==> src/rtl/dmem_arbiter.sv <==
// Purpose : arbitrates one single-port data memory between the CPU core and a
//           console/loader port, with anti-starvation and console lock-out.
// Latency : grant and memory strobe are combinational; read data returns the
//           cycle after the grant (rvalid to the owner of that read).
// Backpressure: a requester is stalled by its gnt being low; it must hold its
//           request until granted. There is no queueing inside the block.
//
// Ports:
//   clk, rst                      clock, synchronous active-high reset
//   core_req/we/addr/wdata        core request (we == 0 means read)
//   core_gnt/rvalid/rdata         core grant, read-return valid and data
//   con_req/we/addr/wdata         console request, same meaning as core_*
//   con_lock                      console exclusive ownership while high
//   con_gnt/rvalid/rdata          console grant, read-return valid and data
//   mem_en/we/addr/wdata          memory command port (zero when idle)
//   mem_rdata                     memory read data, one cycle after a read
module dmem_arbiter #(
  parameter int ADDR_BITS  = 14,
  parameter int STARVE_MAX = 4
) (
  input  logic                 clk,
  input  logic                 rst,

  input  logic                 core_req,
  input  logic [3:0]           core_we,
  input  logic [ADDR_BITS-1:0] core_addr,
  input  logic [31:0]          core_wdata,
  output logic                 core_gnt,
  output logic                 core_rvalid,
  output logic [31:0]          core_rdata,

  input  logic                 con_req,
  input  logic [3:0]           con_we,
  input  logic [ADDR_BITS-1:0] con_addr,
  input  logic [31:0]          con_wdata,
  input  logic                 con_lock,
  output logic                 con_gnt,
  output logic                 con_rvalid,
  output logic [31:0]          con_rdata,

  output logic                 mem_en,
  output logic [3:0]           mem_we,
  output logic [ADDR_BITS-1:0] mem_addr,
  output logic [31:0]          mem_wdata,
  input  logic [31:0]          mem_rdata
);

  typedef enum logic [1:0] {
    PRI_CORE = 2'd0,
    PRI_CON  = 2'd1,
    LOCKED   = 2'd2
  } state_e;

  localparam logic [3:0] STARVE_LIM = 4'(STARVE_MAX);

  state_e     state_q, state_d;
  logic [3:0] starve_q, starve_d;
  logic [3:0] starve_next;
  logic       core_rd_q, core_rd_d;
  logic       con_rd_q, con_rd_d;

  // ---------------------------------------------------------------------------
  // Grant decision: purely from the registered priority state and the
  // requests presented this cycle. Nothing is granted while in reset.
  // ---------------------------------------------------------------------------
  always_comb begin
    core_gnt = 1'b0;
    con_gnt  = 1'b0;
    if (!rst) begin
      case (state_q)
        PRI_CON: begin
          con_gnt  = con_req;
          core_gnt = core_req & ~con_req;
        end
        LOCKED: begin
          // Core is fenced off completely while the console owns memory.
          con_gnt  = con_req;
        end
        default: begin
          core_gnt = core_req;
          con_gnt  = con_req & ~core_req;
        end
      endcase
    end
  end

  // Memory command mux; all fields are zero when nobody is granted.
  always_comb begin
    mem_en    = core_gnt | con_gnt;
    mem_we    = '0;
    mem_addr  = '0;
    mem_wdata = '0;
    if (core_gnt) begin
      mem_we    = core_we;
      mem_addr  = core_addr;
      mem_wdata = core_wdata;
    end else if (con_gnt) begin
      mem_we    = con_we;
      mem_addr  = con_addr;
      mem_wdata = con_wdata;
    end
  end

  // ---------------------------------------------------------------------------
  // Starvation counter and priority state.
  // The counter tracks consecutive cycles the console asked and was refused.
  // When it reaches the limit the console gets exactly one priority access,
  // after which priority reverts to the core.
  // ---------------------------------------------------------------------------
  always_comb begin
    starve_next = 4'd0;
    if (con_req && !con_gnt) begin
      starve_next = (starve_q >= STARVE_LIM) ? STARVE_LIM : starve_q + 4'd1;
    end
  end

  always_comb begin
    state_d  = state_q;
    starve_d = starve_next;
    if (con_lock) begin
      // Lock wins over both the starvation promotion and the PRI_CON return.
      state_d = LOCKED;
    end else begin
      case (state_q)
        PRI_CORE: if (starve_next == STARVE_LIM) state_d = PRI_CON;
        PRI_CON:  if (con_gnt)                   state_d = PRI_CORE;
        LOCKED:                                  state_d = PRI_CORE;
        default:                                 state_d = PRI_CORE;
      endcase
    end
    // Entering the locked state starts the console with a clean slate.
    if (state_d == LOCKED && state_q != LOCKED) begin
      starve_d = 4'd0;
    end
  end

  // Remember which requester owns the read that memory answers next cycle.
  always_comb begin
    core_rd_d = core_gnt & (core_we == 4'h0);
    con_rd_d  = con_gnt  & (con_we  == 4'h0);
  end

  always_ff @(posedge clk) begin
    if (rst) begin
      state_q   <= PRI_CORE;
      starve_q  <= 4'd0;
      core_rd_q <= 1'b0;
      con_rd_q  <= 1'b0;
    end else begin
      state_q   <= state_d;
      starve_q  <= starve_d;
      core_rd_q <= core_rd_d;
      con_rd_q  <= con_rd_d;
    end
  end

  // Read return. Gating with rst drops a read that was granted just before
  // reset was asserted, since its owner is being reset too.
  assign core_rvalid = core_rd_q & ~rst;
  assign con_rvalid  = con_rd_q  & ~rst;
  assign core_rdata  = mem_rdata;
  assign con_rdata   = mem_rdata;

  // Structural invariants.
  a_one_grant: assert property (@(posedge clk) disable iff (rst)
                                !(core_gnt && con_gnt));
  a_one_rvalid: assert property (@(posedge clk) disable iff (rst)
                                 !(core_rvalid && con_rvalid));
  a_lock_fence: assert property (@(posedge clk) disable iff (rst)
                                 (state_q == LOCKED) |-> !core_gnt);

endmodule

==> config.mk <==
export PLATFORM = sky130hd
export DESIGN_NAME = dmem_arbiter
export DESIGN_NICKNAME = d
export VERILOG_FILES = /design/src/rtl/dmem_arbiter.sv
export SDC_FILE = /design/constraint.sdc
export NUM_CORES = 1
export LEC_CHECK = 0
export ABC_CLOCK_PERIOD_IN_PS = 5700
export CAP_MARGIN = 20
export CELL_PAD_IN_SITES_DETAIL_PLACEMENT = 0
export CELL_PAD_IN_SITES_GLOBAL_PLACEMENT = 1
export CORE_ASPECT_RATIO = 0.6
export CORE_MARGIN = 2
export CORE_UTILIZATION = 13
export DETAILED_ROUTE_END_ITERATION = 10
export PLACE_DENSITY_LB_ADDON = 0.1
export SLEW_MARGIN = 15
export SYNTH_ARGS = -nofsm -noshare
export SYNTH_HDL_FRONTEND = slang
export SYNTH_SLANG_ARGS = --single-unit
==> constraint.sdc <==
create_clock -name clk -period 5.7 [get_ports clk]
set_clock_uncertainty 0.1 [all_clocks]
set_input_delay 1.14 -clock clk [delete_from_list [all_inputs] [get_ports clk]]
set_output_delay 1.14 -clock clk [all_outputs]
set_load 0.01 [all_outputs]
; ---- Word-level counts from Yosys, hierarchy flattened
; Index checks and enable logic that the tools add are counted.
[op_classes]
n_addsub = 1
magnitude_cmp = 1
n_eq_ne = 5
mux = 16
bitwise = 10
n_reduce_logical = 8
[op_table]
columns = operator, count
row1 = $mux W32, 2
row2 = $mux W14, 2
row3 = $mux W4, 4
row4 = $logic_not A4 Y1, 2
row5 = $and A1 B1 Y1, 6
row6 = $mux W2, 3
row7 = $add A4 B1 Y4 const B, 1
row8 = $eq A2 B2 Y1 const B, 2
row9 = $eq A4 B3 Y1 const B, 1
row10 = $ge A4 B3 Y1 const B, 1
row11 = $pmux W2 S2, 1
row12 = $reduce_or A2 Y1, 2
row13 = $mux W1, 3
row14 = $not A1 Y1, 3
row15 = $eq A2 B1 Y1 const B, 1
row16 = $logic_and A1 B1 Y1, 2
row17 = $logic_not A2 Y1, 1
row18 = $ne A2 B2 Y1 const B, 1
row19 = $pmux W1 S2, 1
row20 = $logic_not A1 Y1, 1
row21 = $or A1 B1 Y1, 1
[totals]
register_bits = 8
inputBits = 137
out_inout_bits = 119
word_cells = 45

; ---- Longest topological paths before layout
[logic_depth]
word_depth = 14
depth_mapped = 8
ltp_nobuf = 6

; ---- Worst setup path after synthesis
; No wires, ideal clock.
[synth_timing]
kind = input to output
from = input rst
to = output mem_addr[1]
arrival_ns = 2.012
t_required_ns = 4.460
setup_slack_ns = 2.448
path_stages = 5
path_buffers = 2
cell_sequence = and2b_4 > and2_1 > buf_2 > buf_2 > a22o_1
[synth_between]
elab_chain_cells = 3
word_cells_on_any_way = 4
classes_between = 4 x mux
[synth_lines]
columns = item, line
row1 = from (decl), 22  ; input logic rst,
row2 = $mux W1, 69  ; if (!rst) begin
row3 = named net con_gnt, 37  ; output logic con_gnt,
row4 = $mux W14, 97  ; end else if (con_gnt) begin
row5 = $mux W14, 93  ; if (core_gnt) begin
row6 = to (decl), 43  ; output logic [ADDR_BITS-1:0] mem_addr,
; The timed path passes the listed nets, and every way through them passes these cells.

; ---- Worst setup path after layout
[layout_timing]
from = input rst
to = output mem_we[3]
[layout_between]
elab_chain_cells = 3
word_cells_on_any_way = 4
classes_between = 4 x mux
[layout_lines]
columns = item, line
row1 = $mux W1, 69
row2 = $mux W4, 97
row3 = $mux W4 (*), 93
row4 = to (decl), 42  ; output logic [3:0] mem_we,
; Every way passes the cells marked *; elsewhere a longest branch is shown, timed or not.

==> impl_metrics.yaml <==
routing:
  firstDrtPassIters: 4
  drt-initial-drc-count: 37
  finalWirelength_mm: 6.452
  ant_nets: 0
  viasPerCell: 3.901
  num_vias: 1615
  routedWlPerCell_microns: 15.58
  drc: 0
clocking:
  clk_pin_slew_ns: 0.04
  cts_buffer_depth: 2
  cts_resized: 0
  ctsHoldBuffers: 0
  clk-insertion-delay-late_ns: 0.23
  cts_tree: "built"
  clock-sinks: 8
  cts_setup_buffers: 0
  cts_root_buffer: "clkbuf_16"
  cts_buffers: 3
  htreeDepth: 1
synth:
  synthFlopType: "dfxtp_1"
  yosysUniqueCellTypes: 35
  async_flop_share_pct: 0
  ys_seq_area_share_pct: 10.73
  synth_area_sq_um: 1493
  syn_nets: 323
  syn_avg_cell_area_sq_um: 8.202
  synth_edf_count: 0
  syn_inst: 182
  yosysWarnings: 0
  synth_seq_cells: 8
finish:
  area_delta_synth_final_pct: 90.36
  nets: 413
  fillers: 1230
  drive_above_1_share_pct: 6.296
  final_core_utilization_pct: 25.23
  fin_area_sq_um: 2841
  num_antenna_cells: 0
die:
  io_pins: 256
  start_util_pct: 13.26
  coreArea_sq_um: 11260
  die-area_sq_um: 12380
  die_h_microns: 87
  row_count: 30
  die_x_microns: 142.3
sta:
  fin_crit_sh_pct: 83.90
  whs_ns: 0.4375
  final-hold-violation-count: 0
  rsz0062_at_grt: "no"
  fin_tns_setup_ns: 0
  fmax_mhz: 209.1
  finalSetupViolations: 0
  slew_headroom_pct: 61.57
  tightest_slew_ns: 0.5764
  post-route-min-period_ns: 4.782
  report.final.slew_viol_count: 0
global_routing:
  grt_usage_pct: 9.524
  overflow: 0
  grt_pass1_wl_mm: 9.218
  grt_max_degree: 31
  antenna_found_initial: 0
  first_global_vias: 1563
critical_path:
  slowest_delay_ns: 0.57
  worstSetupPathType: "in -> out"
  worst-endpoint-required_ns: 4.46
  worst_setup_path_start_kind: "primary input"
  crit_chain: "clkdlybuf4s50_1, and2b_4, and2_2, buf_12, a22o_1, clkdlybuf4s50_1"
  cp_common_cell: "clkdlybuf4s50_1"
  crit_path_end_kind: "primary output"
  critPathMaxFanout: 27
  slowest_stage: "clkdlybuf4s50_1"
  crit_arrival_ns: 3.54
place:
  numPortBuffers: 159
  gp_congestion: 0.7145
  hpwl_mm: 5.274
  post_dp_cell_area_sq_um: 2766
status:
  status: "complete, no violations"
power:
  finalPower_uw: 373.9
  power.density_nw_per_um2: 131.6
  vdd_drop_max_uv: 83.55
  leakagePower_uw: 0.001064
min_path:
  holdCritPathClass: "reg -> reg"
run:
  drv_cap: 0
flip-flops by register name (all words and copies together) (netlist names):
| name | count |
|---|---|
| core_rd_q | 1 |
| starve_q | 4 |
| state_q | 2 |
| con_rd_q | 1 |
cell usage in the layout (no fill, tap or decap), types with 2 or more instances in the layout:
cell type,n
clkdlybuf4s50_1,159
nor4_1,2
or2_1,2
ha_1,4
buf_12,2
nand2_1,2
a22o_1,50
clkbuf_16,3
o21ai_0,5
dfxtp_1,8
inv_1,5
and2b_2,2
cell usage after synthesis, drive strengths merged (2+ instances only):
| master | count | area share, % |
|---|---|---|
| buf | 76 | 36 |
| a22o | 50 | 29 |
| dfxtp | 8 | 11 |
| inv | 5 | 1.3 |
| o21ai | 5 | 1.7 |
| ha | 4 | 3.4 |
| and2b | 3 | 1.8 |
| or2 | 3 | 1.3 |
| and2 | 2 | 0.84 |
| and3b | 2 | 1.2 |
| nand2 | 2 | 0.50 |
| nor4 | 2 | 0.84 |
worst paths after layout:
path / end / cells after the start / slack, ns / start
worst min register to register: state_q[0] / 2 / 0.44 / state_q[0]
worst max register to register: core_rd_q / 6 / 3.69 / state_q[0]
worst max-delay path: mem_we[3] / 6 / 0.92 / rst
worst min-delay path: state_q[0] / 2 / 0.44 / state_q[0]
report_power, final:
group	switching [uW]	internal, uW	leakage [uW]	total, uW
clock network	26.8	90.4	0.0000370	117
registers	1.05	57.9	0.0000653	58.9
logic	65.8	132	0.000962	198
per-layer routing:
| layer | vias to the layer above | global-route usage [%] | routed length, microns |
|---|---|---|---|
| met2 | 106 | 14.93 | 2937 |
| met5 | - | 0 | 0 |
| met1 | 717 | 11.60 | 2573 |
| met4 | 0 | 2.070 | 91 |
| met3 | 8 | 5.113 | 850 |
| li1 | 784 | - | - |
layout make-up:
class	instances	area [sq um]	area share, %
inverters	5	18.77	0.6605
well taps	144	180.2	6.341
multi-input cells	93	775.7	27.30
repair buffers	161	1632	57.42
flip-flops and latches	8	160.2	5.636
clock buffers	3	75.07	2.642
worst max-delay path, delay by kind of cell:
kind	cells	cell delay (ns)
AOI/OAI and AO/OA	1	0.17
and+or+nand+nor	2	0.85
buffers and inverters	3	1.36
stage by stage:
| stage | setup WS [ns] | std cells |
|---|---|---|
| finish | 0.9177 | 414 |
| global route | 0.7357 | 414 |
| CTS | 0.8414 | 414 |
| detailed placement | 0.8461 | 411 |
| global placement | 0.8413 | 411 |
| floorplan | 2.448 | 182 |
cell families (layout without fill, tap and decap cells):
logic type,Yosys count,in the layout,synth area share [%]
flip-flops,8,8,10.73
other,1,1,0.2512
buffers and inverters,81,169,37.47
adder cells (fa/ha/maj),4,4,3.353
AND/OR/NAND/NOR,22,22,10.31
AO/OA/AOI/OAI,66,66,37.89
No activity file was read; power rests on OpenSTA's default activity.
